## src/rtl/alarm_controller.sv

```systemverilog
// Alarm clock sequencer: alarm register, button-driven set FSM, alarm match,
// ring/snooze timing and display field selection for seven_segment.
module alarm_controller #(
  parameter int unsigned TICK_DIV   = 100_000_000,
  parameter int unsigned SNOOZE_MIN = 5,
  parameter int unsigned RING_SEC   = 60
) (
  input  logic       clk,
  input  logic       rst,
  input  logic [1:0] H_MSB,
  input  logic [3:0] H_LSB,
  input  logic [3:0] M_MSB,
  input  logic [3:0] M_LSB,
  input  logic [3:0] S_MSB,
  input  logic [3:0] S_LSB,
  input  logic       alarm_en,
  input  logic       btn_set,
  input  logic       btn_inc,
  input  logic       btn_snooze,
  input  logic       btn_off,
  output logic [1:0] disp_H_MSB,
  output logic [3:0] disp_H_LSB,
  output logic [3:0] disp_M_MSB,
  output logic [3:0] disp_M_LSB,
  output logic [3:0] disp_S_MSB,
  output logic [3:0] disp_S_LSB,
  output logic [1:0] set_led,
  output logic       ringing,
  output logic       snoozing,
  output logic       buzzer
);

  localparam int unsigned TickW    = (TICK_DIV > 2) ? $clog2(TICK_DIV) : 1;
  localparam logic [TickW-1:0] TickLast = TickW'(TICK_DIV - 1);
  localparam logic [TickW-1:0] TickHalf = TickW'(TICK_DIV / 2);
  localparam logic [7:0] RingLoad  = 8'(RING_SEC);
  localparam logic [9:0] SnzLoad   = 10'(SNOOZE_MIN * 60);

  typedef enum logic [2:0] {StNormal, StSetHr, StSetMin, StRinging, StSnooze} state_e;

  state_e           state_q, state_d;
  logic [5:0]       ah_q, ah_d;    // {tens[1:0], units[3:0]}
  logic [6:0]       am_q, am_d;    // {tens[2:0], units[3:0]}
  logic [TickW-1:0] tick_cnt_q;
  logic [7:0]       ring_cnt_q, ring_cnt_d;
  logic [9:0]       snz_cnt_q, snz_cnt_d;
  logic             match_q;
  logic             tick, match, trigger;
  logic [5:0]       ah_inc;
  logic [6:0]       am_inc;

  logic [1:0] h_msb_d, led_d;
  logic [3:0] h_lsb_d, m_msb_d, m_lsb_d, s_msb_d, s_lsb_d;
  logic       ringing_d, snoozing_d, buzzer_d;

  assign tick  = (tick_cnt_q == TickLast);
  assign match = alarm_en && (H_MSB == ah_q[5:4]) && (H_LSB == ah_q[3:0]) &&
                 (M_MSB == {1'b0, am_q[6:4]}) && (M_LSB == am_q[3:0]) &&
                 (S_MSB == 4'd0) && (S_LSB == 4'd0);
  // Rising edge only, so a held match fires once.
  assign trigger = match && !match_q;

  always_comb begin
    if (ah_q == 6'h23)          ah_inc = 6'h00;
    else if (ah_q[3:0] == 4'd9) ah_inc = {ah_q[5:4] + 2'd1, 4'd0};
    else                        ah_inc = {ah_q[5:4], ah_q[3:0] + 4'd1};
    if (am_q == 7'h59)          am_inc = 7'h00;
    else if (am_q[3:0] == 4'd9) am_inc = {am_q[6:4] + 3'd1, 4'd0};
    else                        am_inc = {am_q[6:4], am_q[3:0] + 4'd1};
  end

  always_ff @(posedge clk) begin
    if (rst) begin
      state_q    <= StNormal;
      ah_q       <= 6'h07;
      am_q       <= 7'h00;
      tick_cnt_q <= '0;
      ring_cnt_q <= '0;
      snz_cnt_q  <= '0;
      match_q    <= 1'b0;
    end else begin
      state_q    <= state_d;
      ah_q       <= ah_d;
      am_q       <= am_d;
      tick_cnt_q <= tick ? '0 : tick_cnt_q + TickW'(1);
      ring_cnt_q <= ring_cnt_d;
      snz_cnt_q  <= snz_cnt_d;
      match_q    <= match;
    end
  end

  always_comb begin
    state_d    = state_q;
    ah_d       = ah_q;
    am_d       = am_q;
    ring_cnt_d = ring_cnt_q;
    snz_cnt_d  = snz_cnt_q;
    unique case (state_q)
      StNormal: begin
        if (btn_set) begin
          state_d = StSetHr;
        end else if (trigger) begin
          state_d    = StRinging;
          ring_cnt_d = RingLoad;
        end
      end
      StSetHr: begin
        if (btn_set)      state_d = StSetMin;
        else if (btn_inc) ah_d = ah_inc;
      end
      StSetMin: begin
        if (btn_set)      state_d = StNormal;
        else if (btn_inc) am_d = am_inc;
      end
      StRinging: begin
        if (btn_off || !alarm_en) begin
          state_d = StNormal;
        end else if (btn_snooze) begin
          state_d   = StSnooze;
          snz_cnt_d = SnzLoad;
        end else if (tick) begin
          if (ring_cnt_q == 8'd1) state_d = StNormal;
          else                    ring_cnt_d = ring_cnt_q - 8'd1;
        end
      end
      StSnooze: begin
        if (btn_off || !alarm_en) begin
          state_d = StNormal;
        end else if (tick) begin
          if (snz_cnt_q == 10'd1) begin
            state_d    = StRinging;
            ring_cnt_d = RingLoad;
          end else begin
            snz_cnt_d = snz_cnt_q - 10'd1;
          end
        end
      end
      default: state_d = StNormal;
    endcase
  end

  always_comb begin
    h_msb_d    = H_MSB;
    h_lsb_d    = H_LSB;
    m_msb_d    = M_MSB;
    m_lsb_d    = M_LSB;
    s_msb_d    = S_MSB;
    s_lsb_d    = S_LSB;
    led_d      = 2'b00;
    ringing_d  = 1'b0;
    snoozing_d = 1'b0;
    buzzer_d   = 1'b0;
    if (state_q == StSetHr || state_q == StSetMin) begin
      h_msb_d = ah_q[5:4];
      h_lsb_d = ah_q[3:0];
      m_msb_d = {1'b0, am_q[6:4]};
      m_lsb_d = am_q[3:0];
      s_msb_d = 4'd0;
      s_lsb_d = 4'd0;
      led_d   = (state_q == StSetHr) ? 2'b01 : 2'b10;
    end
    if (state_q == StRinging) begin
      ringing_d = 1'b1;
      buzzer_d  = (tick_cnt_q < TickHalf);
    end
    if (state_q == StSnooze) snoozing_d = 1'b1;
  end

  always_ff @(posedge clk) begin
    if (rst) begin
      disp_H_MSB <= '0;
      disp_H_LSB <= '0;
      disp_M_MSB <= '0;
      disp_M_LSB <= '0;
      disp_S_MSB <= '0;
      disp_S_LSB <= '0;
      set_led    <= '0;
      ringing    <= 1'b0;
      snoozing   <= 1'b0;
      buzzer     <= 1'b0;
    end else begin
      disp_H_MSB <= h_msb_d;
      disp_H_LSB <= h_lsb_d;
      disp_M_MSB <= m_msb_d;
      disp_M_LSB <= m_lsb_d;
      disp_S_MSB <= s_msb_d;
      disp_S_LSB <= s_lsb_d;
      set_led    <= led_d;
      ringing    <= ringing_d;
      snoozing   <= snoozing_d;
      buzzer     <= buzzer_d;
    end
  end

endmodule
```

## config.mk

```make
export PLATFORM = sky130hd
export DESIGN_NAME = alarm_controller
export DESIGN_NICKNAME = d
export VERILOG_FILES = /design/src/rtl/alarm_controller.sv
export SDC_FILE = /design/constraint.sdc
export NUM_CORES = 1
export LEC_CHECK = 0
export ABC_AREA = 1
export CORE_MARGIN = 5
export CORE_UTILIZATION = 56
export DETAILED_ROUTE_END_ITERATION = 8
export PLACE_DENSITY = 0.8
export SYNTH_ARGS = -nofsm -noshare
export SYNTH_HDL_FRONTEND = slang
export SYNTH_SLANG_ARGS = --single-unit
```

## constraint.sdc

```tcl
create_clock -name clk -period 1.92 [get_ports clk]
set_clock_uncertainty 0.05 [all_clocks]
set_input_delay 0.384 -clock clk [delete_from_list [all_inputs] [get_ports clk]]
set_output_delay 0.384 -clock clk [all_outputs]
set_load 0.01 [all_outputs]
```

Word level (Yosys, flattened, before mapping)
Cells that the tools add are included.

Logic and storage cells: 132. Register bits: 89. Output and inout port bits: 27.

Reductions and logical operators: 29. Equality and inequality tests: 33. Bitwise gates (word level): 3. Multiplexer cells: 39. Add/sub/neg operators: 7. $lt $le $gt $ge: 1.

Operators with widths (count): $mux W8 (9); $mux W10 (5); $mux W3 (12); $add A27 B1 Y27 const B (1); $eq A27 B27 Y1 const B (1); $lt A27 B26 Y1 const B (1); $ne A2 B2 Y1 const B (13); $pmux W8 S3 (1); $pmux W10 S2 (1); $pmux W3 S5 (1); $mux W7 (2); $mux W6 (2); $eq A10 B1 Y1 const B (1); $reduce_and A10 Y1 (1); $sub A10 B1 Y10 const B (1); $ne A3 B3 Y1 const B (3); $add A4 B1 Y4 const B (2); $eq A4 B4 Y1 (2); $eq A4 B4 Y1 const B (2); $eq A8 B1 Y1 const B (1); $logic_not A4 Y1 (2); $mux W4 (2); $ne A4 B4 Y1 const B (2); $reduce_and A4 Y1 (2); 23 further kinds (42).

Logic depth before layout (Yosys ltp)
Gate-level depths: netlist of the first run.

Word-level depth: 11. Mapped depth: 13.

Least setup slack after synthesis of the first run
No wires, ideal clock.

Path type: reg-to-reg. From: register tick_cnt_q[0]. To: register ring_cnt_q[4]. Cell stages (with the launch flop): 14. Library setup time: 115 ps. Buffers on the path: 1. Data required time: 1755 ps. Arrival: 1512 ps. Setup slack: 243 ps. Cells stage by stage: dfxtp_1 > ha_1 > nand2_1 > nor2_4 > nand2_4 > nor2_4 > nand3_2 > nand2_2 > nand2_2 > inv_4 > buf_6 > nand3_1 > nand2_1 > nor2_1.

Cells in the longest elaborated chain, start to end: 3.

RTL lines: start, declared (RTL line 44) `logic [TickW-1:0] tick_cnt_q;`; start signal, assigned (RTL line 85) `tick_cnt_q <= tick ? '0 : tick_cnt_q + TickW'(1);`; $eq A27 B27 Y1 (*) (RTL line 56) `assign tick = (tick_cnt_q == TickLast);`; $ne A2 B2 Y1 (no source line); $reduce_and A10 Y1 (no source line) (*); end signal, assigned (RTL line 86) `ring_cnt_q <= ring_cnt_d;`; end, declared (RTL line 45) `logic [7:0] ring_cnt_q, ring_cnt_d;`.

Mark *: on every way between the ends. The rest lies on a longest branch, timed or not. A chain may end at the register's enable or synchronous reset.

Worst setup path after layout of the first run
From: register tick_cnt_q[0]. To: register tick_cnt_q[20].

Cells in the longest elaborated chain, start to end: 2.

RTL lines: parallel branches: the longest is 2 deep, another holds $add A27 B1 Y27.

Several ways; the timed one is not identified.

==> results of run 1 <==
-- registers in the layout, summed over array words and instances (netlist names), 6 cells and up --
name,flops
ah_q,6
ring_cnt_q,8
am_q,7
tick_cnt_q,27
snz_cnt_q,10
-- what timing repair did --
| action | CTS | global route |
|---|---|---|
| buffers inserted | 0 | 3 |
| hold buffers | 0 | 0 |
| gates resized for setup | 0 | 18 |
| setup endpoints to repair | 0 | 18 |
-- per-layer routing --
metal  vias to the layer above  wire [um]  track usage (%)
met5                         -          0                0
met4                         0        173             6.42
met3                        17        663             4.71
met2                       140       5530             41.4
met1                      2097       4820             27.2
li1                       2342          -                -
-- worst paths after layout --
path / startpoint / depth (start not counted) / endpoint
worst min-delay path: M_MSB[2] / 3 / disp_M_MSB[2]
worst max register to register: tick_cnt_q[0] / 10 / tick_cnt_q[20]
worst min register to register: tick_cnt_q[0] / 1 / tick_cnt_q[0]
worst max-delay path: tick_cnt_q[0] / 10 / tick_cnt_q[20]
-- layout by cell type, fill, tap and decap left out, types with 5 or more instances in the layout --
cell               n
nand2_1          153
or2_2              5
nor2_2             9
nor3b_1            5
buf_4             34
inv_1             91
nand3_1           44
nor3_1            23
o22ai_1           13
nand4_1           12
nand2_2            5
xor2_1            14
nor2_1            99
o21ai_0           16
dfxtp_1           87
a21oi_1           28
ha_1              10
clkdlybuf4s50_1   54
clkbuf_8          10
-- per-stage QoR --
| stage | setup slack (ns) | utilization, % |
|---|---|---|
| finish | 0.0972 | 71.0 |
| global route | -0.0733 | 71.0 |
| CTS | 0.0739 | 70.2 |
| detailed placement | -0.259 | 67.9 |
| global placement | -0.221 | 67.9 |
| floorplan | 0.243 | - |
-- worst register-to-register path: cells and delay by family (launching register included) --
kind	cells	cell delay [ns]
adders and majority gates	1	0.16
DFF	1	0.35
buffers and inverters	2	0.16
AOI/OAI and AO/OA	1	0.12
and+or+nand+nor	6	0.92
-- cells by family after synthesis --
group                    synth area share, %
buffers and inverters                   9.56
AO/OA/AOI/OAI                           9.54
adder cells (fa/ha/maj)                 2.72
AND/OR/NAND/NOR                         36.3
flip-flops                              38.8
XOR/XNOR                                3.05
-- where the power goes --
group / internal, uW / total (uW) / switching (uW)
sequential: 2120 / 2300 / 180
clock: 520 / 1230 / 707
combinational: 1010 / 2270 / 1260
-- final cells by class --
cell class / count / area, um2 / area share, %
repair buffers: 92 / 868 / 15.1
well taps: 105 / 131 / 2.29
clock inverters: 6 / 47.5 / 0.827
flip-flops and latches: 89 / 1780 / 31.0
multi-input cells: 475 / 2410 / 41.8
clock buffers: 10 / 138 / 2.39
inverters: 97 / 374 / 6.51
==> results.yml, run 1 <==
outcome:
  status: "complete, no violations"
detailed_routing:
  firstDrtPassIters: 5
  routedWlPerCell_um: 12.8
  final_antenna_net_count: 0
  wl_mm: 11.2
  via_count: 4596
  via_per_inst: 5.26
  drt_drc_violations_left: 0
  dr.first_iter.drc_count: 321
sta:
  worst_pin_slew_ns: 0.372
  finalCriticalPeriod_ns: 1.82
  fin_worst_hold_slack_ns: 0.326
  timing.final.max_slew_violations: 0
  totalNegativeSetupSlack_ns: 0
  layout_worst_path_cycle_share_pct: 94.9
  slew-limit-headroom_pct: 75.0
  max_freq_ghz: 0.549
  rsz0062_at_grt: "true"
  final_hold_viol_count: 0
  final-setup-viol-count: 0
synthesis:
  ys_types: 45
  ys_dominant_reg_cell: "dfxtp_1"
  post_synth_instance_area_um2: 4590
  yosys.cell_count.top_type: "nand2_1"
  synthArstFlopShare_pct: 0
  synth_edf_count: 0
  synthesis.nets: 712
  post-synth-top-area-cell: "dfxtp_1"
  synthTopCellsByCount: "nand2_1 (156), nor2_1 (105), inv_1 (91)"
  postSynthCellCount: 673
  ys_top_cells_by_area: "dfxtp_1 (39%), nand2_1 (13%), nor2_1 (8.6%)"
  netlist.area_leader.share_pct: 38.8
  synth-seq-area-share_pct: 38.8
  synth_warnings: 0
  yosys_register_bits: 89
  syn_area_per_cell_um2: 6.82
pwr:
  power.total_uw: 5800
  power.density_cell_area_nw_per_um2: 1010
  power.leakage_uw: 0.00250
  worst_ir_drop_vdd_uv: 397
cts:
  tritoncts: "yes"
  clk-insertion-delay-late_ns: 0.36
  clock_sinks: 89
  cts.clk_slew.worst_paths_ns: 0.09
  ctsLongestPathBuffers: 2
  cts.root.buffer_cell: "clkbuf_8"
  tritoncts.num_buffers: 9
  number_of_levels_the_h_tree_was_split_into: 3
critical_path:
  crit_path_cell_trace: "ha_1 > nand2_1 > nor2_4 > nand2_4 > inv_1 > nand3_1 > inv_1 > nand4_1 > or2_4 > a21oi_1"
  cp_common_cell: "inv_1"
  critPathCaptureType: "register"
  crit_family: "simple AND/OR/NAND/NOR gates"
  register_to_register_path_setup_slack_ns: 0.1
  timing.critical_path.from_type: "register"
  critical-path-slowest-cell: "dfxtp_2"
  cp.buffers_inverters: 2
  cp.required_ns: 2.16
  slowest_delay_ns: 0.35
  critPathKind: "reg2reg"
  cp_max_fo: 6
  arrival_ns: 2.06
placement:
  gp_congestion: 0.972
  placement.cell_area_um2: 5500
  port_buffers: 55
  number_of_instances_in_the_placed_design: 855
  hpwlAfterDp_mm: 8.49
final_layout:
  diodes: 0
  nFillCells: 679
  final_cells: 874
  post-route-cell-area_um2: 5750
  design.final.nets: 803
  areaGrowthSynthToFinish_pct: 25.2
  final_layout_size_suffix_gt1_share_pct: 12.7
floorplanning:
  fp.dieArea_um2: 10100
  top_level_ports: 56
  row_count: 33
  die_width_um: 101
  core-area_um2: 8090
  floorplan.initialDensity_pct: 56.7
  die_height_um: 101
global_route:
  grt_start_max_net_pins: 28
  grt_first_pass_wirelength_mm: 19.1
  via_count_of_the_first_global_routing_pass: 4396
  grtUsageTotal_pct: 22.9
  grt_antenna_before_repair: 0
  gr-total-overflow: 0
run:
  max_cap_violations: 0
hold_path:
  hold_path.class: "in2reg"
(Power assumes the default switching activity.)
==> run 2, diff against run 1 <==
--- a/config.mk
+++ b/config.mk
@@ -10,6 +10,7 @@
 export CORE_UTILIZATION = 56
 export DETAILED_ROUTE_END_ITERATION = 8
 export PLACE_DENSITY = 0.8
+export RECOVER_POWER = 25
 export SYNTH_ARGS = -nofsm -noshare
 export SYNTH_HDL_FRONTEND = slang
 export SYNTH_SLANG_ARGS = --single-unit
==> constraint.sdc (replaced) <==
create_clock -name clk -period 1.92 [get_ports clk]
set_clock_uncertainty 0.05 [all_clocks]
set_input_delay 0.384 -clock clk [delete_from_list [all_inputs] [get_ports clk]]
set_output_delay 0.384 -clock clk [all_outputs]
set_load 0.05 [all_outputs]
==> results.yml, run 2 (synthesis gave the netlist of run 1 again) <==
critical_path:
  critical-path-slowest-cell: "dfxtp_2"
  slowest_delay_ns: 0.35
  cp.buffers_inverters: 2
  timing.critical_path.from_type: "register"
  register_to_register_path_setup_slack_ns: 0.1
  critPathKind: "reg2reg"
  worstRegToRegCells: 10
  cp.required_ns: 2.16
  cp_common_cell: "inv_1"
  cp_max_fo: 6
  crit_family: "simple AND/OR/NAND/NOR gates"
  rr_endpoint: "tick_cnt_q[20]"
  arrival_ns: 2.07
  reg2reg_from: "tick_cnt_q[0]"
  crit_path_cell_trace: "ha_1 > nand2_1 > nor2_4 > nand2_4 > inv_1 > nand3_1 > inv_1 > nand4_1 > or2_4 > a21oi_1"
  critPathCaptureType: "register"
floorplanning:
  die_width_um: 101
  floorplan.initialDensity_pct: 56.7
  die_height_um: 101
  core-area_um2: 8090
  fp.dieArea_um2: 10100
  top_level_ports: 56
  row_count: 33
detailed_routing:
  via_per_inst: 5.28
  via_count: 4617
  firstDrtPassIters: 7
  final_antenna_net_count: 0
  dr.first_iter.drc_count: 306
  routedWlPerCell_um: 12.9
  drt_drc_violations_left: 0
  wl_mm: 11.2
sta:
  max_freq_ghz: 0.549
  final-setup-viol-count: 0
  finalCriticalPeriod_ns: 1.82
  slew-limit-headroom_pct: 59.9
  rsz0062_at_grt: "true"
  final_hold_viol_count: 0
  timing.final.max_slew_violations: 0
  worst_pin_slew_ns: 0.604
  layout_worst_path_cycle_share_pct: 94.9
  totalNegativeSetupSlack_ns: 0
global_route:
  via_count_of_the_first_global_routing_pass: 4396
  grt_first_pass_wirelength_mm: 19.1
  grtUsageTotal_pct: 22.9
  gr-total-overflow: 0
  grt_antenna_before_repair: 0
  grt_start_max_net_pins: 28
final_layout:
  reg_top3: "tick_cnt_q: 27 flops, snz_cnt_q: 10 flops, ring_cnt_q: 8 flops"
  largest_register_ffs: 27
  final_layout_size_suffix_gt1_share_pct: 12.6
  areaGrowthSynthToFinish_pct: 24.0
  leading_cell_type_in_the_layout_fill_and_taps_excluded: "nand2_1"
  largest_register: "tick_cnt_q"
  nFillCells: 692
  diodes: 0
  final_cells: 874
  design.final.nets: 803
  final_cell_mix: "nand2_1 (153), nor2_1 (99), inv_1 (91), dfxtp_1 (87), nand3_1 (44)"
hold_path:
  holdCritStartpoint: "M_MSB[2]"
  whs_endpoint: "disp_M_MSB[2]"
  hold_path.class: "in2reg"
  cells_on_worst_hold_path: 3
pwr:
  power.density_cell_area_nw_per_um2: 1070
  worst_ir_drop_vdd_uv: 398
  power.leakage_uw: 0.00261
cts:
  clock_sinks: 89
  ctsHoldBuffers: 0
  ctsLongestPathBuffers: 2
  tritoncts.num_buffers: 9
  cts.root.buffer_cell: "clkbuf_8"
  tritoncts: "yes"
  clk-insertion-delay-late_ns: 0.36
  cts.clk_slew.worst_paths_ns: 0.09
  number_of_levels_the_h_tree_was_split_into: 3
run:
  max_cap_violations: 0
placement:
  gp_congestion: 0.972
  port_buffers: 55
  number_of_instances_in_the_placed_design: 855
  hpwlAfterDp_mm: 8.49
outcome:
  status: "complete, no violations"
## run 2: how the worst max path moves through the flow
stage,slack [ns],start,endpoint,cells after the start
global route,-0.07,tick_cnt_q[0],tick_cnt_q[26],10
floorplan,0.24,tick_cnt_q[0],ring_cnt_q[4],13
CTS,0.003,snoozing,snoozing,1
finish,0.1,tick_cnt_q[0],tick_cnt_q[20],10
global placement,-0.22,alarm_en,snz_cnt_q[1],11
detailed placement,-0.26,alarm_en,snz_cnt_q[1],11
## run 2: per-layer routing
metal	up-vias	global-route usage (%)	part of all wire, %
met5	-	0	0
met4	0	6.42	1.7
met3	22	4.71	6.3
met2	147	41.4	49
met1	2111	27.2	43
li1	2337	-	-
## run 2: repair_timing
action                                  CTS  global route
gates resized for setup                  21            24
endpoints found under the setup margin   21            24
pin swaps                                 0             4
setup buffers                             0             3
## run 2: layout make-up
class / instances / area (um2) / area share, %
inverters: 97 / 374 / 6.57
flip-flops and latches: 89 / 1780 / 31.3
repair buffers: 92 / 812 / 14.3
clock inverters: 6 / 47.5 / 0.835
well taps: 105 / 131 / 2.31
multi-input cells: 475 / 2410 / 42.3
clock buffers: 10 / 138 / 2.42
## run 2: power breakdown
part	total, uW	internal, uW	leakage [uW]	switching (uW)
registers	2300	2120	0.000726	175
logic	2580	885	0.00179	1690
clock network	1230	520	0.0000937	708
## run 2: tightest hold or removal path: stages
cell and delay, ns:
dlymetal6s2s_1 0.15, inv_1 0.07, o22ai_1 0.08
## run 2: metrics by stage
stage	utilization, %	setup slack, ns	power, uW	hold slack (ns)	area, um2
3_3_place_gp	67.9	-0.221	4930	0.381	5500
3_5_place_dp	67.9	-0.259	5010	0.391	5500
5_1_grt	70.3	-0.0658	6520	0.363	5690
6_report	70.3	0.0974	6100	0.326	5690
2_1_floorplan	-	0.243	4220	0.368	4590
4_1_cts	69.9	0.00291	6150	0.413	5660
==> run 3, diff against run 2 <==
--- a/config.mk
+++ b/config.mk
@@ -6,7 +6,6 @@
 export NUM_CORES = 1
 export LEC_CHECK = 0
 export ABC_AREA = 1
-export CORE_MARGIN = 5
 export CORE_UTILIZATION = 56
 export DETAILED_ROUTE_END_ITERATION = 8
 export PLACE_DENSITY = 0.8
==> results.yml, run 3 (synthesis gave the netlist of run 1 again) <==
final_layout:
  diodes: 0
  reg_top3: "tick_cnt_q: 27 flops, snz_cnt_q: 10 flops, ring_cnt_q: 8 flops"
  design.final.nets: 805
  nFillCells: 646
  areaGrowthSynthToFinish_pct: 24.4
  largest_register_ffs: 27
  final_cells: 873
  leading_cell_type_in_the_layout_fill_and_taps_excluded: "nand2_1"
  post-route-cell-area_um2: 5710
  final_cell_mix: "nand2_1 (154), nor2_1 (104), inv_1 (91), dfxtp_1 (87), nand3_1 (43)"
  final_layout_size_suffix_gt1_share_pct: 12.6
  largest_register: "tick_cnt_q"
cts:
  ctsLongestPathBuffers: 2
  tritoncts.num_buffers: 9
  cts.clk_slew.worst_paths_ns: 0.09
  number_of_levels_the_h_tree_was_split_into: 3
  tritoncts: "yes"
  clk-insertion-delay-late_ns: 0.36
  clock_sinks: 89
  cts.root.buffer_cell: "clkbuf_8"
  ctsHoldBuffers: 0
sta:
  worst_pin_slew_ns: 0.614
  layout_setup_ws_ns: 0.0267
  finalCriticalPeriod_ns: 1.89
  final-setup-viol-count: 0
  final_hold_viol_count: 0
  timing.final.max_slew_violations: 0
  layout_worst_path_cycle_share_pct: 98.6
  fin_worst_hold_slack_ns: 0.393
  totalNegativeSetupSlack_ns: 0
  max_freq_ghz: 0.528
  slew-limit-headroom_pct: 59.2
critical_path:
  critical-path-slowest-cell: "clkdlybuf4s50_1"
  cp_max_fo: 1
  crit_family: "buffers and inverters"
  register_to_register_path_setup_slack_ns: 0.06
  cp.buffers_inverters: 1
  slowest_delay_ns: 0.79
  critPathKind: "reg2out"
  crit_path_cell_trace: "clkdlybuf4s50_1"
  arrival_ns: 1.46
  critPathCaptureType: "output pin"
  cp.required_ns: 1.49
  timing.critical_path.from_type: "register"
placement:
  port_buffers: 55
  pre_cts_ws_ns: -0.204
  hpwlAfterDp_mm: 8.23
  placement.cell_area_um2: 5500
  number_of_instances_in_the_placed_design: 853
  gp_congestion: 0.972
pwr:
  power.density_cell_area_nw_per_um2: 1110
  worst_ir_drop_vdd_uv: 664
  power.leakage_uw: 0.00256
detailed_routing:
  dr.first_iter.drc_count: 258
  via_count: 4603
  wl_mm: 11.4
  firstDrtPassIters: 5
  routedWlPerCell_um: 13.0
  drt_drc_violations_left: 0
  via_per_inst: 5.27
  final_antenna_net_count: 0
floorplanning:
  floorplan.initialDensity_pct: 58.5
  top_level_ports: 56
  die_height_um: 92.6
  core-area_um2: 7850
  die_width_um: 92.6
  row_count: 32
  fp.dieArea_um2: 8570
global_route:
  met2_usage_pct: 46.0
  grt_start_max_net_pins: 28
  groute.layer.met3.usage_pct: 3.94
  grt_antenna_before_repair: 0
  grt_first_pass_wirelength_mm: 18.7
  grtUsageTotal_pct: 27.1
  gr-total-overflow: 0
  via_count_of_the_first_global_routing_pass: 4288
  grt_util_met1_pct: 33.2
  gr-max-usage-layer: "met2"
run:
  max_cap_violations: 0
outcome:
  status: "complete, no violations"
hold_path:
  hold_path.class: "reg2reg"
## run 3: cell type report
class / instances / area [um2] / share of cell area, %
Clock buffer: 10 / 138 / 2.41
Clock inverter: 6 / 91.3 / 1.60
Inverter: 97 / 374 / 6.55
Multi-Input combinational cell: 475 / 2410 / 42.1
Sequential cell: 89 / 1780 / 31.2
Tap cell: 102 / 128 / 2.23
Timing Repair Buffer: 94 / 791 / 13.8
## run 3: power breakdown
| group | total [uW] | internal (uW) | leakage (uW) | switching (uW) |
|---|---|---|---|---|
| clock network | 1460 | 770 | 0.000105 | 690 |
| logic | 2560 | 858 | 0.00173 | 1700 |
| registers | 2290 | 2120 | 0.000726 | 171 |
## run 3: worst paths after layout
check,from,depth (start not counted),end
worst min register to register,tick_cnt_q[0],1,tick_cnt_q[0]
worst max register to register,tick_cnt_q[1],11,tick_cnt_q[26]
worst max-delay path,disp_M_LSB[3],1,disp_M_LSB[3]
worst min-delay path,tick_cnt_q[0],1,tick_cnt_q[0]
## run 3: timing repair
| action | in CTS | in global routing |
|---|---|---|
| pin swaps | 0 | 4 |
| gates resized for setup | 11 | 28 |
| setup buffers | 0 | 4 |
| endpoints found under the hold margin | 0 | 0 |
| endpoints found under the setup margin | 11 | 39 |
## run 3: per-layer routing
layer / routed length, um / up-vias / part of all wire, %
met3: 627 / 31 / 5.5
met5: 0 / - / 0
met1: 4970 / 2072 / 44
met2: 5450 / 162 / 48
li1: - / 2338 / -
met4: 318 / 0 / 2.8
## run 3: through the flow
step	power, uW	utilization, %
floorplan	4220	-
global placement	4890	70.1
detailed placement	4970	70.1
CTS	6380	72.8
global route	6690	72.8
finish	6320	72.8
